[src/rtl/ula_pkg.sv]
// Shared opcodes, FSM state encoding and flag bundle for the sequential ULA.
// Imported by ula_seq and ula_mul_iter.
package ula_pkg;

  localparam logic [2:0] OP_ADD = 3'b000;
  localparam logic [2:0] OP_SUB = 3'b001;
  localparam logic [2:0] OP_AND = 3'b010;
  localparam logic [2:0] OP_OR  = 3'b011;
  localparam logic [2:0] OP_XOR = 3'b100;
  localparam logic [2:0] OP_NOT = 3'b101;
  localparam logic [2:0] OP_SHL = 3'b110;
  localparam logic [2:0] OP_MUL = 3'b111;

  typedef logic [0:0] state_t;
  localparam state_t ST_IDLE = 1'b0;
  localparam state_t ST_BUSY = 1'b1;

  typedef struct packed {
    logic z;
    logic n;
    logic c;
    logic v;
  } flags_t;

endpackage

[src/rtl/ula_mul_iter.sv]
// Iterative unsigned shift-add multiplier; bit 0 of b is consumed at start, one more bit per busy cycle.
// done/product are valid WIDTH-1 cycles after start; no backpressure, the caller samples product on done.
module ula_mul_iter import ula_pkg::*; #(
  parameter int WIDTH = 4
) (
  input  logic               clk,
  input  logic               rst,
  input  logic               start,
  output logic               done,
  input  logic [WIDTH-1:0]   a,
  input  logic [WIDTH-1:0]   b,
  output logic [2*WIDTH-1:0] product
);

  localparam int CW = (WIDTH > 2) ? $clog2(WIDTH) : 1;
  localparam logic [CW-1:0] LAST = CW'(WIDTH - 2);

  logic               busy;
  logic [CW-1:0]      cnt;
  logic [2*WIDTH-1:0] acc;
  logic [2*WIDTH-1:0] mcand;
  logic [WIDTH-1:0]   mplier;
  logic [2*WIDTH-1:0] step_acc;

  always_comb begin
    step_acc = acc + (mplier[0] ? mcand : '0);
  end

  // The final partial product is folded in combinationally so the result is ready on done.
  assign product = step_acc;
  assign done    = busy && (cnt == LAST);

  always_ff @(posedge clk) begin
    if (rst) begin
      busy   <= 1'b0;
      cnt    <= '0;
      acc    <= '0;
      mcand  <= '0;
      mplier <= '0;
    end else if (start) begin
      acc    <= b[0] ? {{WIDTH{1'b0}}, a} : '0;
      mcand  <= {{(WIDTH-1){1'b0}}, a, 1'b0};
      mplier <= b >> 1;
      cnt    <= '0;
      busy   <= 1'b1;
    end else if (busy) begin
      acc    <= step_acc;
      mcand  <= mcand << 1;
      mplier <= mplier >> 1;
      cnt    <= cnt + 1'b1;
      if (cnt == LAST) begin
        busy <= 1'b0;
      end
    end
  end

endmodule

[src/rtl/ula_seq.sv]
// Registered ULA with flags: latency 1 for all ops, WIDTH for MUL when ULA_MUL_EN is defined (else op 111 = PASS B).
// Input valid/ready (in_ready low only while multiplying); no output backpressure, out_valid is a 1-cycle pulse.
module ula_seq import ula_pkg::*; #(
  parameter int WIDTH = 4
) (
  input  logic             clk,
  input  logic             rst,
  input  logic             in_valid,
  output logic             in_ready,
  input  logic [WIDTH-1:0] op_a,
  input  logic [WIDTH-1:0] op_b,
  input  logic [2:0]       sel_ULA,
  output logic             out_valid,
  output logic [WIDTH-1:0] out,
  output logic             flag_z,
  output logic             flag_n,
  output logic             flag_c,
  output logic             flag_v
);

  localparam int MSB = WIDTH - 1;
  localparam logic [WIDTH:0] WIDTH_EXT = (WIDTH + 1)'(WIDTH);

  logic             accept;
  logic [WIDTH-1:0] res;
  flags_t           fl;
  logic [WIDTH:0]   sum;
  logic [WIDTH:0]   shl;
  logic [WIDTH-1:0] out_q;
  flags_t           flags_q;
  logic             out_valid_q;

  assign accept = in_valid && in_ready;

  always_comb begin
    res = '0;
    fl  = '0;
    sum = '0;
    shl = '0;
    case (sel_ULA)
      OP_ADD: begin
        sum  = {1'b0, op_a} + {1'b0, op_b};
        res  = sum[MSB:0];
        fl.c = sum[WIDTH];
        fl.v = (op_a[MSB] == op_b[MSB]) && (res[MSB] != op_a[MSB]);
      end
      OP_SUB: begin
        // Top bit of the widened difference is the unsigned borrow.
        sum  = {1'b0, op_a} - {1'b0, op_b};
        res  = sum[MSB:0];
        fl.c = sum[WIDTH];
        fl.v = (op_a[MSB] != op_b[MSB]) && (res[MSB] != op_a[MSB]);
      end
      OP_AND: res = op_a & op_b;
      OP_OR:  res = op_a | op_b;
      OP_XOR: res = op_a ^ op_b;
      OP_NOT: res = ~op_a;
      OP_SHL: begin
        if ({1'b0, op_b} < WIDTH_EXT) begin
          shl  = {1'b0, op_a} << op_b;
          res  = shl[MSB:0];
          fl.c = shl[WIDTH];
        end
      end
      default: begin
`ifdef ULA_MUL_EN
        res = '0;
`else
        res = op_b;
`endif
      end
    endcase
    fl.z = (res == '0);
    fl.n = res[MSB];
  end

`ifdef ULA_MUL_EN
  state_t             state;
  logic               mul_start;
  logic               mul_done;
  logic [2*WIDTH-1:0] product;
  logic [WIDTH-1:0]   mul_res;
  flags_t             mul_fl;

  assign in_ready  = (state == ST_IDLE);
  assign mul_start = accept && (sel_ULA == OP_MUL);

  ula_mul_iter #(.WIDTH(WIDTH)) u_mul (
    .clk     (clk),
    .rst     (rst),
    .start   (mul_start),
    .done    (mul_done),
    .a       (op_a),
    .b       (op_b),
    .product (product)
  );

  always_comb begin
    mul_res  = product[MSB:0];
    mul_fl   = '0;
    mul_fl.z = (mul_res == '0);
    mul_fl.n = mul_res[MSB];
    mul_fl.c = |product[2*WIDTH-1:WIDTH];
  end

  always_ff @(posedge clk) begin
    if (rst) begin
      state       <= ST_IDLE;
      out_q       <= '0;
      flags_q     <= '0;
      out_valid_q <= 1'b0;
    end else begin
      out_valid_q <= 1'b0;
      if (state == ST_BUSY) begin
        if (mul_done) begin
          out_q       <= mul_res;
          flags_q     <= mul_fl;
          out_valid_q <= 1'b1;
          state       <= ST_IDLE;
        end
      end else if (accept) begin
        if (sel_ULA == OP_MUL) begin
          state <= ST_BUSY;
        end else begin
          out_q       <= res;
          flags_q     <= fl;
          out_valid_q <= 1'b1;
        end
      end
    end
  end
`else
  assign in_ready = 1'b1;

  always_ff @(posedge clk) begin
    if (rst) begin
      out_q       <= '0;
      flags_q     <= '0;
      out_valid_q <= 1'b0;
    end else begin
      out_valid_q <= accept;
      if (accept) begin
        out_q   <= res;
        flags_q <= fl;
      end
    end
  end
`endif

  assign out       = out_q;
  assign out_valid = out_valid_q;
  assign flag_z    = flags_q.z;
  assign flag_n    = flags_q.n;
  assign flag_c    = flags_q.c;
  assign flag_v    = flags_q.v;

endmodule

[config.mk]
export PLATFORM = sky130hd
export DESIGN_NAME = ula_seq
export DESIGN_NICKNAME = d
export VERILOG_FILES = /design/src/rtl/ula_pkg.sv /design/src/rtl/ula_mul_iter.sv /design/src/rtl/ula_seq.sv
export SDC_FILE = /design/constraint.sdc
export NUM_CORES = 1
export LEC_CHECK = 0
export ABC_AREA = 1
export CAP_MARGIN = 20
export CORE_MARGIN = 2
export CORE_UTILIZATION = 51
export DETAILED_ROUTE_END_ITERATION = 12
export PLACE_DENSITY = 0.84
export SLEW_MARGIN = 20
export SYNTH_ARGS = -nofsm -noshare
export SYNTH_HDL_FRONTEND = slang
export SYNTH_SLANG_ARGS = --single-unit
[constraint.sdc]
create_clock -name clk -period 2.03 [get_ports clk]
set_input_delay 0.406 -clock clk [delete_from_list [all_inputs] [get_ports clk]]
set_output_delay 0.406 -clock clk [all_outputs]
set_load 0.05 [all_outputs]
---- Word level (Yosys, flattened, before mapping) ----
Cells that the tools add are included.
cells by class
  add/subtract/negate cells ............... 2
  multipliers ............................. 0
  div/mod/pow operators ................... 0
  order comparisons ....................... 1
  equality and inequality tests ........... 10
  shift-type cells ........................ 1
  multiplexer cells ....................... 5
  bitwise operators ....................... 4
  reductions and logical operators ........ 4
operators with widths
  kind                                                         count
  one-hot mux 4 bit (7 select lines)                           1
  == test 3 bit (second input constant)                        3
  == test 3 x 2 -> 1 bit (second input constant)               2
  adder 4 x 4 -> 5 bit                                         1
  << shifter 4 x 4 -> 5 bit                                    1
  subtractor 4 x 4 -> 5 bit                                    1
  AND 4 bit                                                    1
  logical NOT 4 bit                                            1
  less-than comparator 4 x 3 -> 1 bit (second input constant)  1
  two-way mux 4 bit                                            1
  NOT 4 bit                                                    1
  OR 4 bit                                                     1
  bitwise XOR 4 bit                                            1
  == test 3 x 1 -> 1 bit (second input constant)               1
  logical NOT 3 bit                                            1
  != test 1 bit                                                3
  one-hot mux 1 bit (3 select lines)                           1
  logical AND 1 bit                                            2
  one-hot mux 1 bit (2 select lines)                           1
  == test 1 bit                                                1
  two-way mux 1 bit                                            1
storage, ports and cells
  register bits ........................... 9
  latch bits .............................. 0
  RAM bits ................................ 0
  ROM bits ................................ 0
  bits of input ports ..................... 14
  output and inout bits ................... 10
  memories ................................ 0

---- Logic depth before layout (Yosys ltp) ----
  depth after elaboration ................. 4
  gate-level depth with buffers ........... 14

---- Least setup slack after synthesis ----
No wires, ideal clock.
  kind .................................... input-to-reg
  start ................................... input port op_a[0]
  end ..................................... register flags_q, in the netlist flag_z
  library setup time ...................... 0.066 ns
  arrival ................................. 1.725 ns
  data required time ...................... 1.964 ns
  path slack .............................. 0.239 ns
  stages .................................. 10
  cells stage by stage .................... ha_1 -> fa_1 -> or2_1 -> nand3_1 -> nand2_1 -> nor2_1 -> nand3_2 -> nor2_1 -> nand2_1 -> a21oi_2
between the ends
  word-level cells in the longest chain between the ends .. 4
  elaborated cells between the ends (all ways) .. 10
RTL lines
  what                                    RTL line        text
  from (decl)                             ula_seq.sv:10   input logic [WIDTH-1:0] op_a,
  << shifter 4 x 4 -> 5 bit               ula_seq.sv:60   shl = {1'b0, op_a} << op_b;
  two-way mux 4 bit                       ula_seq.sv:59   if ({1'b0, op_b} < WIDTH_EXT) begin
  one-hot mux 4 bit (7 select lines) (*)  ula_seq.sv:40   case (sel_ULA)
  logical NOT 4 bit (*)                   ula_seq.sv:73   fl.z = (res == '0);
  to (signal assigned)                    ula_seq.sv:144  flags_q <= fl;
  to (decl)                               ula_seq.sv:30   flags_t flags_q;
Every way passes the cells marked *; elsewhere a longest branch is shown, timed or not.
A chain may end at the register's enable or synchronous reset.

---- Worst setup path after layout ----
  start ................................... input port op_a[2]
  end ..................................... register flags_q, in the netlist flag_z
Same word-level chain as after synthesis.

==> results.sh <==
export IMPL_outcome="finished, final reports clean"
export IMPL_root_buffer="clkbuf_4"
export IMPL_finalSetupViolCount=0
export IMPL_fp_dieArea_um2=2630
export IMPL_grt_pass1_wl_um=6020
export IMPL_p_leak_uw=0.000822
export IMPL_grtUsageMet2_pct=55.4
export IMPL_critPathArrivalTime_ns=2.13
export IMPL_mostFrequentLayoutCells="33 x nand2_1, 32 x buf_4, 21 x nand3_1, 20 x inv_1, 19 x nor2_1"
export IMPL_nets=261
export IMPL_dp_hpwl_um=2960
export IMPL_period_share_pct=95.5
export IMPL_finalHoldViolCount=0
export IMPL_num_rows=17
export IMPL_antenna_found_initial=0
export IMPL_clkTransAtPathRegs_ns=0.05
export IMPL_slew_viol_final=0
export IMPL_met3_usage_pct=7.31
export IMPL_via_per_inst=5.40
export IMPL_yosysWarnings=0
export IMPL_cts_tree="done"
export IMPL_cp_max_fo=7
export IMPL_postCtsSetupBuffers=0
export IMPL_initial_core_util_pct=52.7
export IMPL_dieHeight_um=51.3
export IMPL_insertion_delay_ns=0.26
export IMPL_cap_violations=0
export IMPL_path_class="input port to flip-flop"
export IMPL_grt_max_degree=12
export IMPL_postCtsResizedCells=8
export IMPL_fin_crit_ns=1.94
export IMPL_syn_num_nets=208
export IMPL_numCtsBuffers=3
export IMPL_grt_overflow=0
export IMPL_busiest_layer="met2"
export IMPL_core_um2=2170
export IMPL_ir_drop_v=0.000403
export IMPL_wirelength_um=3690
export IMPL_mostFrequentLayoutCell="nand2_1"
export IMPL_grt_util_all_layers_pct=30.3
export IMPL_drc=0
export IMPL_drt_iter0_markers=54
export IMPL_area_delta_synth_final_pct=43.6
export IMPL_drive_above_1_share_pct=28.3
export IMPL_power_density_nw_per_um2=408
export IMPL_setup_slack_ns=0.0907
export IMPL_dp_slack_ns=-0.446
export IMPL_grt_pass1_vias=1370
export IMPL_post_drt_wl_per_cell_um=14.3
export IMPL_fill_cells=186
export IMPL_synthCells=179
export IMPL_synth_seq_cells=8
export IMPL_relSlewSlack_pct=66.5
export IMPL_die_x_um=51.3
export IMPL_drtAntennaViolNets=0
export IMPL_yosysUniqueCellTypes=29
export IMPL_syn_cell_area_um2=1140
export IMPL_worst_pin_slew_ns=0.500
export IMPL_cts_max_level=1
export IMPL_skew_ns=0
export IMPL_place_congestion=0.922
export IMPL_ys_seq_area_share_pct=14.0
export IMPL_holdBufCountCts=0
export IMPL_firstDrtPassIters=4
export IMPL_clock_sinks=8
export IMPL_finalPower_uw=669
export IMPL_cts_buffer_depth=2
export IMPL_num_vias=1392
export IMPL_ios=24
export IMPL_antenna_cells=0
export IMPL_hold_path_class="flip-flop to flip-flop"
export IMPL_io_buffers=22
export IMPL_critPathCaptureType="flip-flop"
export IMPL_synth_area_per_cell_um2=6.38
export IMPL_required_ns=2.22
export IMPL_grtUsageMet1_pct=35.4
export IMPL_crit_path_start_kind="input port"
export IMPL_max_freq_mhz=516
final timing paths:
check                                         start                   to  slack (ns)  cells past startpoint
worst max-delay path                        op_a[2]  flag_z$_SDFFE_PP0P_        0.09                     12
worst min-delay path            flag_z$_SDFFE_PP0P_  flag_z$_SDFFE_PP0P_        0.51                      2
worst min register to register  flag_z$_SDFFE_PP0P_  flag_z$_SDFFE_PP0P_        0.51                      2
worst max register to register  out[3]$_SDFFE_PP0P_  out[3]$_SDFFE_PP0P_        1.34                      3
state kept, by name, indices dropped and copies added (netlist names):
signal     cells
out_valid      1
flag_v         1
flag_z         1
flag_c         1
out            4
area by class of cell:
type                            count  area [µm²]  share of cell area, %
Clock buffer                        3        22.5                   1.37
Sequential cell                     8         160                   9.76
Multi-Input combinational cell    136         856                   52.2
Inverter                           29         115                   7.02
Tap cell                           28        35.0                   2.14
Timing Repair Buffer               54         452                   27.5
per-stage QoR:
stage | utilization (%) | area (µm²) | hold WS (ns) | setup TNS (ns) | std cells
finish | 75.6 | 1640 | 0.508 | 0 | 258
global route | 75.6 | 1640 | 0.519 | -0.00733 | 258
global placement | 73.2 | 1590 | 0.465 | -1.54 | 255
floorplan | - | 1140 | 0.468 | 0 | 179
detailed placement | 73.2 | 1590 | 0.496 | -2.03 | 255
CTS | 74.5 | 1620 | 0.505 | 0 | 258
cell families (layout without fill, tap and decap cells):
family,Yosys count,after routing,share of synthesized area [%]
AND/OR/NAND/NOR,93,93,40.2
AO/OA/AOI/OAI,26,26,12.9
XOR/XNOR,1,1,0.767
adder cells (fa/ha/maj),15,15,17.7
flip-flops,8,8,14.0
buffers and inverters,35,86,14.0
other,1,1,0.328
cells in the mapped netlist (all sizes together):
| master | n | area, µm² |
|---|---|---|
| nand3b | 1 | 7.51 |
| fa | 2 | 40.0 |
| ha | 13 | 163 |
| clkbuf | 1 | 3.75 |
| a21o | 1 | 7.51 |
| dfxtp | 8 | 160 |
| nand4 | 5 | 37.5 |
| xor2 | 1 | 8.76 |
| nand2 | 36 | 145 |
| nand3 | 24 | 135 |
| inv | 29 | 111 |
| o211ai | 3 | 22.5 |
| buf | 5 | 45.0 |
| o21ai | 14 | 70.1 |
| nor2 | 26 | 128 |
| or2 | 1 | 6.26 |
| conb | 1 | 3.75 |
| a21oi | 8 | 47.6 |
worst max-delay path, stage by stage:
cell and delay (ns):
clkdlybuf4s50_1 0.48, inv_1 0.09, ha_4 0.27, nor2_1 0.16
nor2_1 0.07, nand2_1 0.07, nand2_1 0.06, nor2_1 0.13
nand3_2 0.09, nor2_1 0.12, nand2_1 0.08, a21oi_2 0.10
where the power goes:
| part | total (µW) | leakage [µW] | internal, µW | switching, µW |
|---|---|---|---|---|
| Combinational | 369 | 0.000742 | 153 | 216 |
| Sequential | 175 | 0.0000662 | 168 | 6.33 |
| Clock | 125 | 0.0000138 | 67.9 | 57.3 |
| Total | 669 | 0.000822 | 389 | 279 |
per-layer routing:
layer | part of all wire, % | vias up
met4 | 0.38 | 0
met5 | 0 | -
li1 | - | 681
met2 | 53 | 53
met1 | 40 | 656
met3 | 6.9 | 2
No activity file was read; power rests on OpenSTA's default activity.
